File: config.mk
export PLATFORM = sky130hd
export DESIGN_NAME = serial_add_ctrl
export DESIGN_NICKNAME = d
export VERILOG_FILES = /design/src/rtl/serial_add_pkg.sv /design/src/rtl/full_add_bit.sv /design/src/rtl/serial_add_ctrl.sv
export SDC_FILE = /design/constraint.sdc
export NUM_CORES = 1
export LEC_CHECK = 0
export ABC_AREA = 1
export CORE_MARGIN = 2
export CORE_UTILIZATION = 48
export CTS_BUF_LIST = sky130_fd_sc_hd__clkbuf_8
export DETAILED_ROUTE_END_ITERATION = 16
export PLACE_DENSITY = 0.9
export SLEW_MARGIN = 20
export SYNTH_ARGS = -nofsm -noshare
export SYNTH_HDL_FRONTEND = slang
export SYNTH_SLANG_ARGS = --single-unit
File: constraint.sdc
create_clock -name clk -period 1.1 [get_ports clk]
set_input_delay 0.22 -clock clk [delete_from_list [all_inputs] [get_ports clk]]
set_output_delay 0.22 -clock clk [all_outputs]
set_load 0.01 [all_outputs]
File: src/rtl/serial_add_pkg.sv
// -----------------------------------------------------------------------------
// serial_add_pkg
// Shared definitions for the bit-serial adder controller:
//   - state_e   : controller FSM state encoding (IDLE, RUN, DONE)
//   - WIDTH_MIN : smallest supported operand width
//   - WIDTH_MAX : largest supported operand width
// -----------------------------------------------------------------------------
package serial_add_pkg;

  localparam int unsigned WIDTH_MIN = 2;
  localparam int unsigned WIDTH_MAX = 32;

  typedef enum logic [1:0] {
    IDLE = 2'd0,
    RUN  = 2'd1,
    DONE = 2'd2
  } state_e;

endpackage : serial_add_pkg

File: src/rtl/full_add_bit.sv
// -----------------------------------------------------------------------------
// full_add_bit
// Combinational 1-bit full adder: {co, sum} = a + b + ci.
// Ports:
//   a, b : operand bits
//   ci   : carry in
//   sum  : sum bit
//   co   : carry out
// -----------------------------------------------------------------------------
module full_add_bit (
  input  logic a,
  input  logic b,
  input  logic ci,
  output logic sum,
  output logic co
);

  logic half_sum;

  assign half_sum = a ^ b;
  assign sum      = half_sum ^ ci;
  assign co       = (a & b) | (ci & half_sum);

endmodule : full_add_bit

File: src/rtl/serial_add_ctrl.sv
// -----------------------------------------------------------------------------
// serial_add_ctrl
// Bit-serial WIDTH-bit adder. One full_add_bit cell is reused over WIDTH
// cycles, LSB first, with the inter-bit carry held in a flop. The result is
// presented with a one-cycle done pulse and held until the next result.
// Ports:
//   clk, rst_n : clock, asynchronous active-low reset
//   start      : request, accepted only while ready=1 and abort=0
//   abort      : synchronous cancel of an operation in RUN
//   a, b, cin  : operands and carry-in, captured on an accepted start
//   ready      : high in IDLE and DONE
//   busy       : high in RUN
//   done       : one-cycle pulse, sum/cout valid
//   sum, cout  : result and final carry
// Supported WIDTH range is serial_add_pkg::WIDTH_MIN..WIDTH_MAX.
// -----------------------------------------------------------------------------
module serial_add_ctrl
  import serial_add_pkg::*;
#(
  parameter int unsigned WIDTH = 8,
  parameter int unsigned CNT_W = $clog2(WIDTH)
) (
  input  logic             clk,
  input  logic             rst_n,
  input  logic             start,
  input  logic             abort,
  input  logic [WIDTH-1:0] a,
  input  logic [WIDTH-1:0] b,
  input  logic             cin,
  output logic             ready,
  output logic             busy,
  output logic             done,
  output logic [WIDTH-1:0] sum,
  output logic             cout
);

  localparam logic [CNT_W-1:0] LAST_BIT = CNT_W'(WIDTH - 1);

  state_e           state_q, state_d;
  logic [WIDTH-1:0] a_q, b_q;     // operand shift registers, consumed LSB first
  logic [WIDTH-1:0] acc_q;        // partial sum, filled from the MSB side
  logic [WIDTH-1:0] sum_q;        // published result, only written on the last bit
  logic             cout_q;
  logic             carry_q;      // carry between successive bit cycles
  logic [CNT_W-1:0] cnt_q;

  logic             cell_sum, cell_co;
  logic             last_bit;
  logic             accept;
  logic             run_step;
  logic [WIDTH-1:0] acc_d;

  // ---------------------------------------------------------------------------
  // Shared 1-bit datapath
  // ---------------------------------------------------------------------------
  full_add_bit u_cell (
    .a   (a_q[0]),
    .b   (b_q[0]),
    .ci  (carry_q),
    .sum (cell_sum),
    .co  (cell_co)
  );

  assign last_bit = (cnt_q == LAST_BIT);
  // abort beats start: a cancelled cycle never starts new work.
  assign accept   = ready && start && !abort;
  assign run_step = (state_q == RUN) && !abort;
  // Right shift with the new bit entering at the MSB; after WIDTH steps the
  // first (LSB) bit has arrived at position 0.
  assign acc_d    = (acc_q >> 1) | {cell_sum, {(WIDTH-1){1'b0}}};

  // ---------------------------------------------------------------------------
  // FSM: state register
  // ---------------------------------------------------------------------------
  // NOTE: sequential state uses non-blocking (<=) so every flop samples the
  // pre-edge values of the others, independent of block ordering.
  always_ff @(posedge clk or negedge rst_n) begin
    if (!rst_n) state_q <= IDLE;
    else        state_q <= state_d;
  end

  // ---------------------------------------------------------------------------
  // FSM: next-state logic
  // ---------------------------------------------------------------------------
  // NOTE: state_d is defaulted before the case so no path leaves it
  // unassigned, which would otherwise infer a latch.
  always_comb begin
    state_d = state_q;
    case (state_q)
      IDLE:    if (start && !abort) state_d = RUN;
      RUN: begin
        if (abort)         state_d = IDLE;
        else if (last_bit) state_d = DONE;
      end
      // Back-to-back: a start during DONE goes straight into the next RUN.
      DONE:    state_d = (start && !abort) ? RUN : IDLE;
      default: state_d = IDLE;
    endcase
  end

  // ---------------------------------------------------------------------------
  // FSM: outputs
  // ---------------------------------------------------------------------------
  always_comb begin
    ready = 1'b0;
    busy  = 1'b0;
    done  = 1'b0;
    case (state_q)
      IDLE:    ready = 1'b1;
      RUN:     busy  = 1'b1;
      DONE: begin
        ready = 1'b1;
        done  = 1'b1;
      end
      default: ready = 1'b0;
    endcase
  end

  // ---------------------------------------------------------------------------
  // Counter, shift registers and result registers
  // ---------------------------------------------------------------------------
  // NOTE: every register here, including the data shift registers, is reset
  // so the outputs and internal state are defined immediately after rst_n.
  always_ff @(posedge clk or negedge rst_n) begin
    if (!rst_n) begin
      a_q     <= '0;
      b_q     <= '0;
      acc_q   <= '0;
      sum_q   <= '0;
      cout_q  <= 1'b0;
      carry_q <= 1'b0;
      cnt_q   <= '0;
    end else if (accept) begin
      a_q     <= a;
      b_q     <= b;
      carry_q <= cin;
      acc_q   <= '0;
      cnt_q   <= '0;
    end else if (run_step) begin
      a_q     <= a_q >> 1;
      b_q     <= b_q >> 1;
      carry_q <= cell_co;
      acc_q   <= acc_d;
      // Parked at zero on the last bit so the counter never wraps mid-operation.
      cnt_q   <= last_bit ? '0 : cnt_q + CNT_W'(1);
      if (last_bit) begin
        sum_q  <= acc_d;
        cout_q <= cell_co;
      end
    end
  end

  assign sum  = sum_q;
  assign cout = cout_q;

endmodule : serial_add_ctrl

==> metrics.txt, run 1 <==
status finished with violations; failing checks negative setup slack; cell with the most instances after synthesis nand2_1; Yosys top cell area share 55.6%; CTS tree yes; Synth top cells by count nand2_1, nand3_1, dfrtp_1, buf_2, buf_6; nets 274; met2 usage in global routing 46.3%; FFs w/ async S/R, synth 100%; IO Pins 33; Area Overhead vs Synth 59.2%; Initial DRC Count 212; Setup Slack @ Placement -0.370 ns; Post-synth EDFFs 0; DR vias/cell between 5 and 6; gr usage total 28.4%; Critical Path Max Stage Delay 0.44 ns; RSZ-0062 raised after global routing yes; Pwr Density 1410 nW/um^2; arrival time of the worst setup path 1.55 ns; Max Slew Vio Count 0; FF-to-FF Start state_q[0]$_DFFE_PN0P_; Clock Root Buffer clkbuf_8; initial antenna violation count 0; largest net degree at the start of global routing 39; DR vias 1742; total global routing overflow 0; fill cell count 167; CP top delay family buffers and inverters; worst setup path start state_q[0]$_DFFE_PN0P_; Initial Utilization 50.4%; CTS Buf Count 5; DRC viols 0; Synth area leaders dfrtp_1, nand2_1, nand3_1, buf_6, nand3_2; IO buf count 32; Clock Tree Buf Depth 2; design area 2720 sq um; vias in the first global route between 1500 and 2000; Clock transition at path regs about 0.08 ns; Placed Cells 270; Max VDD drop 868 uV; layout cells sized above 1 around 42%; post-synthesis sequential area ratio 55.6%; area leader, netlist dfrtp_1; mapped cell area roughly 1700 sq um; Tmin final 1.37 ns; launching element type of the critical path register; Leak Pwr approximately 1.4 nW; Worst Tran Pin Value 0.218 ns; Post-Layout Cell Count 296; clock latency on the worst-skew pair 0.31 ns; post-synthesis register bit count 38; final period utilization 124%; first-pass GRT wire length 8450 microns; Syn Nets approximately 210; height of the chip 63.7 microns; CP Buf/Inv Count 3; CP endpoint cnt_q[2]$_DFFE_PN0P_; Pre-antenna DRT Iters 4; slowest CP cell dfrtp_1; Ant. Diodes 0; grt peak-use layer met2; Die X 63.7 microns; Hold Path Class primary input to async pin; prevailing post-synth register cell dfrtp_1; Setup violations, final 41; die area 4050 sq um; relative max-transition margin between 80% and 90%; slack of the critical path -0.266 ns; clock skew between 0.009 and 0.01 ns; final hold vios 0; crit path kind register to register; final core occ 80.3%; dpl cell area between 2000 and 2500 sq um; DR WL/cell 20.7 microns; crit-path cells inv_4, buf_6, nand3_4, clkbuf_16, nand3_1, nand2_1; synth warn 0; H-tree Lvls 2; CP Capture Type register; drt total wl 6120 microns; GPL Wtd Cong 0.762; row count 21; Num Clock Sinks 38; Levels on crit path 6; DP Wirelength 2350 microns; Max Cap Viol 0; met3 Track Usage GR 7.32%; global routing usage on met1 34.0%; core box area between 3000 and 4000 sq um; Yosys cell types 17; worst r2r path cells 6; syn_area_per_cell 9.14 sq um; worst path required time 1.28 ns; R2R Setup Slk -0.27 ns; Fmax 732 MHz; FF-to-FF End cnt_q[2]$_DFFE_PN0P_; gate count of the mapped netlist 187; Routed Antenna Nets 0; CP max FO 14
==> per-stage QoR <==
step	power [W]	TNS (ns)	hold WS, ns
after floorplan	0.00214	0	-0.0756
after global placement	0.00240	-11.09	0.197
after detailed placement	0.00244	-12.90	0.200
after CTS	0.00354	-4.29	0.420
after global routing	0.00399	-9.52	0.429
final	0.00385	-7.93	0.406
==> where the power goes <==
| group | leakage [nW] | internal [W] | switching [W] | total [W] |
|---|---|---|---|---|
| logic | 0.863 | 0.000545 | 0.000517 | 0.00106 |
| clock network | 0.0438 | 0.000426 | 0.000522 | 0.000948 |
| registers | 0.502 | 0.00162 | 0.000224 | 0.00184 |
| total | 1.41 | 0.00259 | 0.00126 | 0.00385 |
==> worst min-delay path, stage by stage <==
cell           delay [ns]
dlygate4sd3_1        0.51
buf_2                0.13
buf_12               0.22
==> worst min-delay path by stage <==
| stage | startpoint | endpoint | slack, ns | cells after the start |
|---|---|---|---|---|
| floorplan | rst_n | a_q[0]$_DFFE_PN0P_ | -0.08 | 0 |
| finish | rst_n | acc_q[1]$_DFFE_PN0P_ | 0.41 | 3 |
| detailed placement | rst_n | sum[0]$_DFFE_PN0P_ | 0.20 | 2 |
| CTS | rst_n | a_q[1]$_DFFE_PN0P_ | 0.42 | 3 |
| global route | rst_n | sum[2]$_DFFE_PN0P_ | 0.43 | 3 |
| global placement | rst_n | sum[1]$_DFFE_PN0P_ | 0.20 | 2 |
==> routing by layer <==
metal  vias up  part of all wire (%)
met5         -                     0
met4         0                   4.3
met3        32                   7.0
met2       109                    50
met1       858                    39
li1        743                     -
==> area by class of cell <==
class | instances | area (sq um) | share of cell area, %
timing repair buffer | 63 | 722 | 26.5
sequential | 38 | 951 | 34.9
multi-input combinational | 137 | 886 | 32.6
inverter | 5 | 26.3 | 0.966
clock buffer | 5 | 68.8 | 2.53
clock inverter | 2 | 10.0 | 0.368
tap | 46 | 57.6 | 2.11
==> what timing repair did <==
action	CTS	global route
hold buffers	1	0
gates resized for setup	81	28
endpoints found under the setup margin	49	41
buffers inserted	7	3
pin swaps	16	8
hold endpoints to repair	38	0
cloned	5	4
==> sequential cells by signal (all words and copies together), names as in the netlist <==
name	cells
a_q	8
acc_q	7
b_q	8
carry_q	1
cnt_q	3
cout	1
state_q	2
sum	8
==> cell families (layout without fill, tap and decap cells) <==
| kind of cell | after synthesis | after routing | synth area share (%) |
|---|---|---|---|
| adder cells (fa/ha/maj) | 3 | 3 | 2.64 |
| flip-flops | 38 | 38 | 55.6 |
| AND/OR/NAND/NOR | 131 | 133 | 36.1 |
| AO/OA/AOI/OAI | 1 | 1 | 0.293 |
| buffers and inverters | 14 | 75 | 5.34 |
==> layout by cell type, fill, tap and decap left out, drive strengths merged, types with 2 or more instances in the layout <==
cell,n
buf,38
bufbuf,2
clkbuf,8
clkdlybuf4s50,19
clkinv,2
dfrtp,38
ha,2
inv,5
nand2,75
nand3,52
nor2,5
(Power assumes the default switching activity.)
==> inputs of run 2 (changes only) <==
- CELL_PAD_IN_SITES_DETAIL_PLACEMENT: unset -> 0
- CELL_PAD_IN_SITES_GLOBAL_PLACEMENT: unset -> 2
- CORE_UTILIZATION: 48 -> 29
- PLACE_DENSITY: 0.9 -> 0.89
==> run 2 against run 1 <==
The flow still finishes with violations (negative setup slack). Utilization fell by 36 points. Sequential share of layout area rose by 3.5 points. Flip-flop and latch count did not move. Sequential power fell by 4%. Cell count up 7.1%. Global-route usage decreased by 15 points. Critical path depth down 3. Clock-buffer cell count unchanged. Combinational power decreased by 29%. Critical path type is now register to output pin.
==> metrics.txt, run 2 (synthesis gave the netlist of run 1 again) <==
Hold Path Class primary input to async pin (unchanged); IO buf count 32 (unchanged); slack of the critical path -0.165 ns (was -0.266 ns); drt total wl 3880 microns (was 6120 microns); nets 269 (was 274); CP max FO 2 (was 14); failing checks negative setup slack (unchanged); Initial Utilization 30.5% (was 50.4%); DR vias/cell 4.50 (was 5.89); final period utilization 115% (was 124%); largest net degree at the start of global routing 39 (unchanged); CTS Buf Count 5 (unchanged); Routed Antenna Nets 0 (unchanged); Tmin final 1.26 ns (was 1.37 ns); launching element type of the critical path register (unchanged); Pwr Density 1380 nW/um^2 (was 1410 nW/um^2); final core occ 44.1% (was 80.3%); final hold vios 0 (unchanged); total global routing overflow 0 (unchanged); Pre-antenna DRT Iters 4 (unchanged); DR vias 1428 (was 1742); CP Capture Type output pin (was register); setup_tns -4.24 ns (was -7.93 ns); Initial DRC Count 121 (was 212); DRC viols 0 (unchanged); Clock Tree Buf Depth 2 (unchanged); Die X 80.8 microns (was 63.7 microns); vias in the first global route 1485 (was 1632); layout cells sized above 1 26.9% (was 42.4%); H-tree Lvls 2 (unchanged); Clock transition at path regs 0.07 ns (was 0.08 ns); clock latency on the worst-skew pair 0.29 ns (was 0.31 ns); core box area 5610 sq um (was 3390 sq um); IO Pins 33 (unchanged); Leak Pwr 1.28 nW (was 1.41 nW); Num Clock Sinks 38 (unchanged); CTS tree yes (unchanged); Max Slew Vio Count 0 (unchanged); Area Overhead vs Synth 44.8% (was 59.2%); Max VDD drop 545 uV (was 868 uV); Setup violations, final 39 (was 41); Post-Layout Cell Count 317 (was 296); relative max-transition margin 86.1% (was 85.5%); Max Cap Viol 0 (unchanged); Hold WS 0.421 ns (was 0.406 ns); GPL Wtd Cong 0.717 (was 0.762); Fmax 791 MHz (was 732 MHz); arrival time of the worst setup path 1.04 ns (was 1.55 ns); Clock Root Buffer clkbuf_8 (unchanged); crit path kind register to output pin (was register to register); status finished with violations (unchanged); most frequent cells in the layout nand2_1, nand3_1, dfrtp_1, clkdlybuf4s50_1, buf_4 (was nand2_1, dfrtp_1, nand3_1, nand3_2); most common cell after layout, fill and taps aside nand2_1 (unchanged); Worst Tran Pin Value 0.209 ns (was 0.218 ns); DR WL/cell 12.2 microns (was 20.7 microns); Placed Cells 298 (was 270); initial antenna violation count 0 (unchanged); RSZ-0062 raised after global routing yes (unchanged); row count 27 (was 21); Ant. Diodes 0 (unchanged); DP Wirelength 2390 microns (was 2350 microns); first-pass GRT wire length 6810 microns (was 8450 microns); gr usage total 13.8% (was 28.4%); height of the chip 80.8 microns (was 63.7 microns); worst path required time 0.88 ns (was 1.28 ns); die area 6520 sq um (was 4050 sq um); clock skew 0.00563 ns (was 0.00937 ns)
[run 2: cell types whose count changed in the layout (fill, tap and decap cells not counted), moves of 3 or more]
| cell | previous run | this run |
|---|---|---|
| buf_6 | 9 | 6 |
| nand2_2 | 19 | 3 |
| clkbuf_16 | 3 | 0 |
| nand2_1 | 54 | 72 |
| nand3_1 | 28 | 42 |
| inv_1 | 0 | 3 |
| nand3_2 | 20 | 6 |
[run 2: timing repair]
item,4_1_cts,5_1_grt
gates resized for setup,68,5
hold buffers,1,0
pin swaps,6,2
endpoints found under the setup margin,50,40
cloned,3,0
endpoints found under the hold margin,38,0
buffers inserted,7,1
[run 2: through the flow]
step	instance area, sq um	setup slack (ns)	power [W]
floorplan	1720	0.000468	0.00214
global placement	2210	-0.322	0.00242
detailed placement	2210	-0.330	0.00244
CTS	2450	-0.138	0.00343
global route	2470	-0.221	0.00363
finish	2470	-0.165	0.00341
[run 2: final timing paths]
path / start / endpoint / slack (ns) / cells past startpoint
worst min-delay path: rst_n / sum[1]$_DFFE_PN0P_ / 0.42 / 3
max in group asynchronous: rst_n / a_q[1]$_DFFE_PN0P_ / 0.49 / 3
worst max register to register: state_q[1]$_DFFE_PN0P_ / a_q[0]$_DFFE_PN0P_ / -0.15 / 7
worst min register to register: sum[2]$_DFFE_PN0P_ / sum[2]$_DFFE_PN0P_ / 0.48 / 2
min in group clk: b[7] / b_q[7]$_DFFE_PN0P_ / 0.46 / 3
worst max-delay path: state_q[1]$_DFFE_PN0P_ / busy / -0.16 / 3
[run 2: per-layer routing]
metal | up-vias | share of wire (%) | wire length [microns] | global-route usage, %
li1 | 722 | - | - | -
met1 | 675 | 50 | 1930 | 18.4
met3 | 6 | 3.7 | 145 | 3.33
met4 | 0 | 1.9 | 74 | 5.08
met2 | 25 | 44 | 1720 | 21.8
met5 | - | 0 | 0 | 0
[run 2: layout make-up]
cell class              instances  area [sq um]
flip-flops and latches         38           951
repair buffers                 59           588
clock inverters                 2          7.51
inverters                       5          26.3
clock buffers                   5          68.8
fillers                       574          3130
well taps                      72          90.1
multi-input cells             136           743
[run 2: power breakdown]
group | internal [W] | total, W | switching [W] | leakage [nW]
registers | 0.00162 | 0.00177 | 0.000151 | 0.502
clock network | 0.000418 | 0.000883 | 0.000465 | 0.0466
logic | 0.000404 | 0.000756 | 0.000352 | 0.733
[run 2: critical path, cell delays in order (launching register included)]
cell	delay, ns
dfrtp_1	0.40
buf_6	0.13
nor2_4	0.12
buf_6	0.11
